## src/rtl/mem_port_arbiter.sv

```systemverilog
// Serializes fetch, data-read and data-write requesters onto a single memory port,
// one outstanding transaction at a time, write > read > fetch with a fetch starvation guard.
module mem_port_arbiter #(
    parameter int STARVE_LIMIT = 4,
    parameter int ADDR_WIDTH   = 32
) (
    input  logic                  clk,
    input  logic                  rst_n,
    input  logic [ADDR_WIDTH-1:0] if_req_pc,
    input  logic                  if_req_en,
    output logic [ADDR_WIDTH-1:0] if_rsp_inst,
    output logic                  if_rsp_done,
    input  logic [ADDR_WIDTH-1:0] rd_req_addr,
    input  logic [1:0]            rd_req_size,
    input  logic                  rd_req_en,
    output logic [ADDR_WIDTH-1:0] rd_rsp_data,
    output logic                  rd_rsp_done,
    input  logic [ADDR_WIDTH-1:0] wr_req_addr,
    input  logic [1:0]            wr_req_size,
    input  logic [ADDR_WIDTH-1:0] wr_req_data,
    input  logic                  wr_req_en,
    output logic                  wr_rsp_done,
    output logic [ADDR_WIDTH-1:0] mem_rd_addr,
    output logic [1:0]            mem_rd_size,
    output logic                  mem_rd_en,
    input  logic [ADDR_WIDTH-1:0] mem_rd_data,
    input  logic                  mem_rd_done,
    output logic [ADDR_WIDTH-1:0] mem_wr_addr,
    output logic [1:0]            mem_wr_size,
    output logic [ADDR_WIDTH-1:0] mem_wr_data,
    output logic                  mem_wr_en,
    input  logic                  mem_wr_done
);

    // state | meaning
    // IDLE  | sample request enables, pick a winner, launch backend request
    // BUSY  | backend request held stable until the granted channel reports done
    // RESP  | one-cycle upstream done pulse, then back to IDLE
    typedef enum logic [1:0] {IDLE, BUSY, RESP} state_t;
    typedef enum logic [1:0] {GNT_FETCH, GNT_READ, GNT_WRITE} grant_t;

    localparam int CNT_W = $clog2(STARVE_LIMIT + 1);
    localparam logic [CNT_W-1:0] STARVE_MAX = CNT_W'(STARVE_LIMIT);

    state_t           state;
    grant_t           grant;
    logic [CNT_W-1:0] starve_cnt;
    logic [CNT_W-1:0] cnt_inc;
    logic             fetch_wins;

    always_comb begin
        cnt_inc    = (starve_cnt == STARVE_MAX) ? starve_cnt : starve_cnt + 1'b1;
        fetch_wins = if_req_en && ((starve_cnt == STARVE_MAX) || (!wr_req_en && !rd_req_en));
    end

    always_ff @(posedge clk or negedge rst_n) begin
        if (!rst_n) begin
            state       <= IDLE;
            grant       <= GNT_FETCH;
            starve_cnt  <= '0;
            if_rsp_inst <= '0;
            if_rsp_done <= 1'b0;
            rd_rsp_data <= '0;
            rd_rsp_done <= 1'b0;
            wr_rsp_done <= 1'b0;
            mem_rd_addr <= '0;
            mem_rd_size <= 2'd0;
            mem_rd_en   <= 1'b0;
            mem_wr_addr <= '0;
            mem_wr_size <= 2'd0;
            mem_wr_data <= '0;
            mem_wr_en   <= 1'b0;
        end else begin
            case (state)
                IDLE: begin
                    if (fetch_wins) begin
                        // Fetches are always whole aligned words
                        grant       <= GNT_FETCH;
                        mem_rd_addr <= {if_req_pc[ADDR_WIDTH-1:2], 2'b00};
                        mem_rd_size <= 2'd2;
                        mem_rd_en   <= 1'b1;
                        starve_cnt  <= '0;
                        state       <= BUSY;
                    end else if (wr_req_en) begin
                        grant       <= GNT_WRITE;
                        mem_wr_addr <= wr_req_addr;
                        mem_wr_size <= wr_req_size;
                        mem_wr_data <= wr_req_data;
                        mem_wr_en   <= 1'b1;
                        starve_cnt  <= if_req_en ? cnt_inc : '0;
                        state       <= BUSY;
                    end else if (rd_req_en) begin
                        grant       <= GNT_READ;
                        mem_rd_addr <= rd_req_addr;
                        mem_rd_size <= rd_req_size;
                        mem_rd_en   <= 1'b1;
                        starve_cnt  <= if_req_en ? cnt_inc : '0;
                        state       <= BUSY;
                    end else begin
                        starve_cnt  <= '0;
                    end
                end
                BUSY: begin
                    if (grant == GNT_WRITE) begin
                        if (mem_wr_done) begin
                            mem_wr_en   <= 1'b0;
                            wr_rsp_done <= 1'b1;
                            state       <= RESP;
                        end
                    end else if (mem_rd_done) begin
                        mem_rd_en <= 1'b0;
                        state     <= RESP;
                        if (grant == GNT_READ) begin
                            rd_rsp_done <= 1'b1;
                            rd_rsp_data <= mem_rd_data;
                        end else begin
                            if_rsp_done <= 1'b1;
                            if_rsp_inst <= mem_rd_data;
                        end
                    end
                end
                RESP: begin
                    if_rsp_done <= 1'b0;
                    rd_rsp_done <= 1'b0;
                    wr_rsp_done <= 1'b0;
                    state       <= IDLE;
                end
                default: state <= IDLE;
            endcase
        end
    end

endmodule

```

## config.mk

```make
export PLATFORM = sky130hd
export DESIGN_NAME = mem_port_arbiter
export DESIGN_NICKNAME = d
export VERILOG_FILES = /design/src/rtl/mem_port_arbiter.sv
export SDC_FILE = /design/constraint.sdc
export NUM_CORES = 1
export LEC_CHECK = 0
export BUFFER_PORTS_ARGS = -buffer_cell sky130_fd_sc_hd__clkbuf_2
export CAP_MARGIN = 10
export CORE_AREA = 2 2 177 110
export CTS_CLUSTER_DIAMETER = 40
export DETAILED_ROUTE_END_ITERATION = 10
export DIE_AREA = 0 0 179 112
export GPL_TIMING_DRIVEN = 0
export PLACE_DENSITY = 0.74
export REMOVE_ABC_BUFFERS = 1
export SLEW_MARGIN = 20
export SYNTH_ARGS = -nofsm -noshare
export SYNTH_HDL_FRONTEND = slang
export SYNTH_SLANG_ARGS = --single-unit
```

## constraint.sdc

```tcl
create_clock -name clk -period 1.95 [get_ports clk]
set_input_delay 0.2925 -clock clk [delete_from_list [all_inputs] [get_ports clk]]
set_output_delay 0.2925 -clock clk [all_outputs]
set_load 0.02 [all_outputs]
```

==> metrics.yaml <==
routing:
  drt-pass1-iter-count: 4
  drc: 0
  vias: 5132
  wl_per_cell_um: 15.9
  ant_nets: 0
  drt_iter0_markers: 205
  post_drt_via_cell_ratio: 4.66
  totalWireLength_mm: 17.6
sta:
  timing.final.crit_share_pct: 95.4
  rsz0062_at_grt: "yes"
  fmax_ghz: 0.538
  fin_crit_ns: 1.86
  worst_pin_slew_ns: 0.721
  slew_headroom_pct: 51.9
  finalHoldViolCount: 0
  setup_violations: 0
  fin_skew_ns: 0.0177
  drv_slew: 0
  hold_slack_ns: 0.0896
outcome:
  status: "finished, final reports clean"
clock_tree:
  cts_buffers: 17
  cts-root-buf: "clkbuf_16"
  cts.path.max_buffers: 2
  clk_latency_ns: 0.43
  htreeDepth: 4
  cts_sinks: 176
  cts_tree: "yes"
  clk_pin_slew_ns: 0.07
global_route:
  grt_max_degree: 82
  grt_pass1_wl_mm: 27.5
  grt_pass1_vias: 5154
  grt_util_all_layers_pct: 17.9
  grt_overflow_total: 0
  antenna_found_initial: 0
placed_design:
  portBuffers: 337
  dpl.hpwl_mm: 12.6
  place_area_mm2: 0.00904
  place_inst: 1063
  routabilityCongestion: 0.749
synth:
  synthCells: 502
  synth_top_flop_cell: "dfrtp_1"
  synth.distinct_cells: 33
  netlist_area_mm2: 0.00708
  ys_top_cells_by_area: "dfrtp_1 62%, mux2_2 20%, mux2i_1 4.5%"
  synth-seq-cells: 176
  avgSynthCellArea_um2: 14.1
  synth.top_cell.area_share_pct: 62.2
  yosysWarnings: 0
  synthArstFlopShare_pct: 100
  yosysSeqAreaShare_pct: 62.2
  yosys.area.top_type: "dfrtp_1"
  synth-edff-count: 0
critical_path:
  critPathKind: "reg -> reg"
  critPathCaptureType: "flop"
  crit_chain: "inv_1 -> ha_1 -> o2bb2ai_1 -> nand2_8 -> mux2i_1 -> o21ai_0"
  critPathArrivalTime_ns: 2.13
  cp_slowest_cell: "dfrtp_1"
  cp.required_ns: 2.22
  crit_fanout: 34
  max_stage_delay_ns: 0.38
  timing.critical_path.from_type: "flop"
floorplanning:
  start_util_pct: 38.3
  fp-row-count: 39
  core-area_mm2: 0.0185
  die_area_mm2: 0.0200
  die_width_um: 179
  ios: 340
  die_h_um: 112
worst_hold_path:
  min_path_type: "in -> reg"
power_and_ir_drop:
  finalPower_mw: 17.2
  p_per_area_mw_per_mm2: 1760
  ir_worst_vdd_v: 0.000732
  power.leakage_nw: 5.10
cells_and_area:
  layout-drive-gt1-share_pct: 60.5
  diodes: 0
  fin_cells: 1102
  nets: 1021
  final_common_cell: "clkbuf_2"
  synthToLayoutAreaGrowth_pct: 37.4
  mostFrequentLayoutCells: "336 x clkbuf_2, 176 x dfrtp_1, 128 x mux2_2"
  fin_area_mm2: 0.00973
run:
  max_cap_violations: 0
==> worst paths after layout <==
check | slack [ns] | cells after the start | start | end
max in group asynchronous | 0.84 | 3 | rst_n | if_rsp_inst[8]
min | 0.09 | 3 | rd_req_addr[1] | mem_rd_addr[1]
min in group asynchronous | 0.36 | 2 | rst_n | mem_wr_data[4]
max reg2reg | 0.09 | 6 | starve_cnt[0] | mem_rd_addr[26]
min reg2reg | 0.48 | 2 | mem_rd_addr[13] | mem_rd_addr[13]
max | 0.09 | 6 | starve_cnt[0] | mem_rd_addr[26]
==> registers in the layout, indices dropped and copies added, names as in the netlist, 3 cells and up <==
register / count
if_rsp_inst: 32
mem_rd_addr: 32
mem_wr_addr: 32
mem_wr_data: 32
rd_rsp_data: 32
starve_cnt: 3
==> synthesized netlist by cell type (2+ instances only) <==
cell type and instances:
mux2_4 2, buf_2 14, inv_1 10, ha_1 7, nand3_1 4, mux2i_1 32, a21oi_1 7, clkbuf_1 7
buf_6 4, mux2_2 128, a21bo_2 2, o21ai_0 39, buf_4 2, nand2_1 45, dfrtp_1 176, nor2_1 3
nand2b_1 2, o31ai_1 2, nor2b_1 2
==> metal layers <==
layer / vias to the layer above / global-route usage, % / wire, µm
met4: 0 / 4.99 / 140
met3: 14 / 5.36 / 1320
met5: - / 0 / 0
met1: 2490 / 21.8 / 7550
met2: 188 / 30.6 / 8540
li1: 2440 / - / -
==> cell families after synthesis <==
family          synth area share (%)
fa+ha+maj                       1.24
flops                           62.2
mux                             25.3
compound gates                  4.49
buf+inv                         2.74
simple gates                    4.01
==> report_power, final <==
group | leakage [nW] | switching, mW | internal, mW
combinational | 2.69 | 4.40 | 3.05
clock | 0.292 | 1.59 | 1.78
sequential | 2.12 | 0.908 | 5.43
==> worst max-delay path: cells and delay by family, from the launching register on <==
| kind | cells | cell delay (ns) |
|---|---|---|
| compound gates | 2 | 0.40 |
| flops | 1 | 0.38 |
| simple gates | 1 | 0.30 |
| mux | 1 | 0.29 |
| fa+ha+maj | 1 | 0.23 |
| buf+inv | 1 | 0.09 |
==> area by class of cell <==
class                   count  area, µm²
clock buffers              19        453
clock inverters            13        139
fillers                  1668       8770
inverters                  10       37.5
multi-input cells         292       2550
flip-flops and latches    176       4400
well taps                 246        308
repair buffers            346       1830
==> metrics by stage <==
| step | setup slack (ns) | TNS [ns] | utilization [%] |
|---|---|---|---|
| 5_1_grt | -0.0668 | -1.12 | 52.6 |
| 3_3_place_gp | -2.70 | -580.38 | 48.2 |
| 2_1_floorplan | -0.475 | -25.53 | - |
| 4_1_cts | 0.000507 | 0 | 52.6 |
| 3_5_place_dp | -0.468 | -47.64 | 48.9 |
| 6_report | 0.0900 | 0 | 52.6 |
==> repair_timing <==
item                       4_1_cts  5_1_grt
cloned                           3        0
setup endpoints to repair      153       68
hold buffers                     1        0
pin swaps                        3        2
gates resized for setup          7        4
buffers inserted                 3        0
hold endpoints to repair        44        0
No activity file was read; power rests on OpenSTA's default activity.
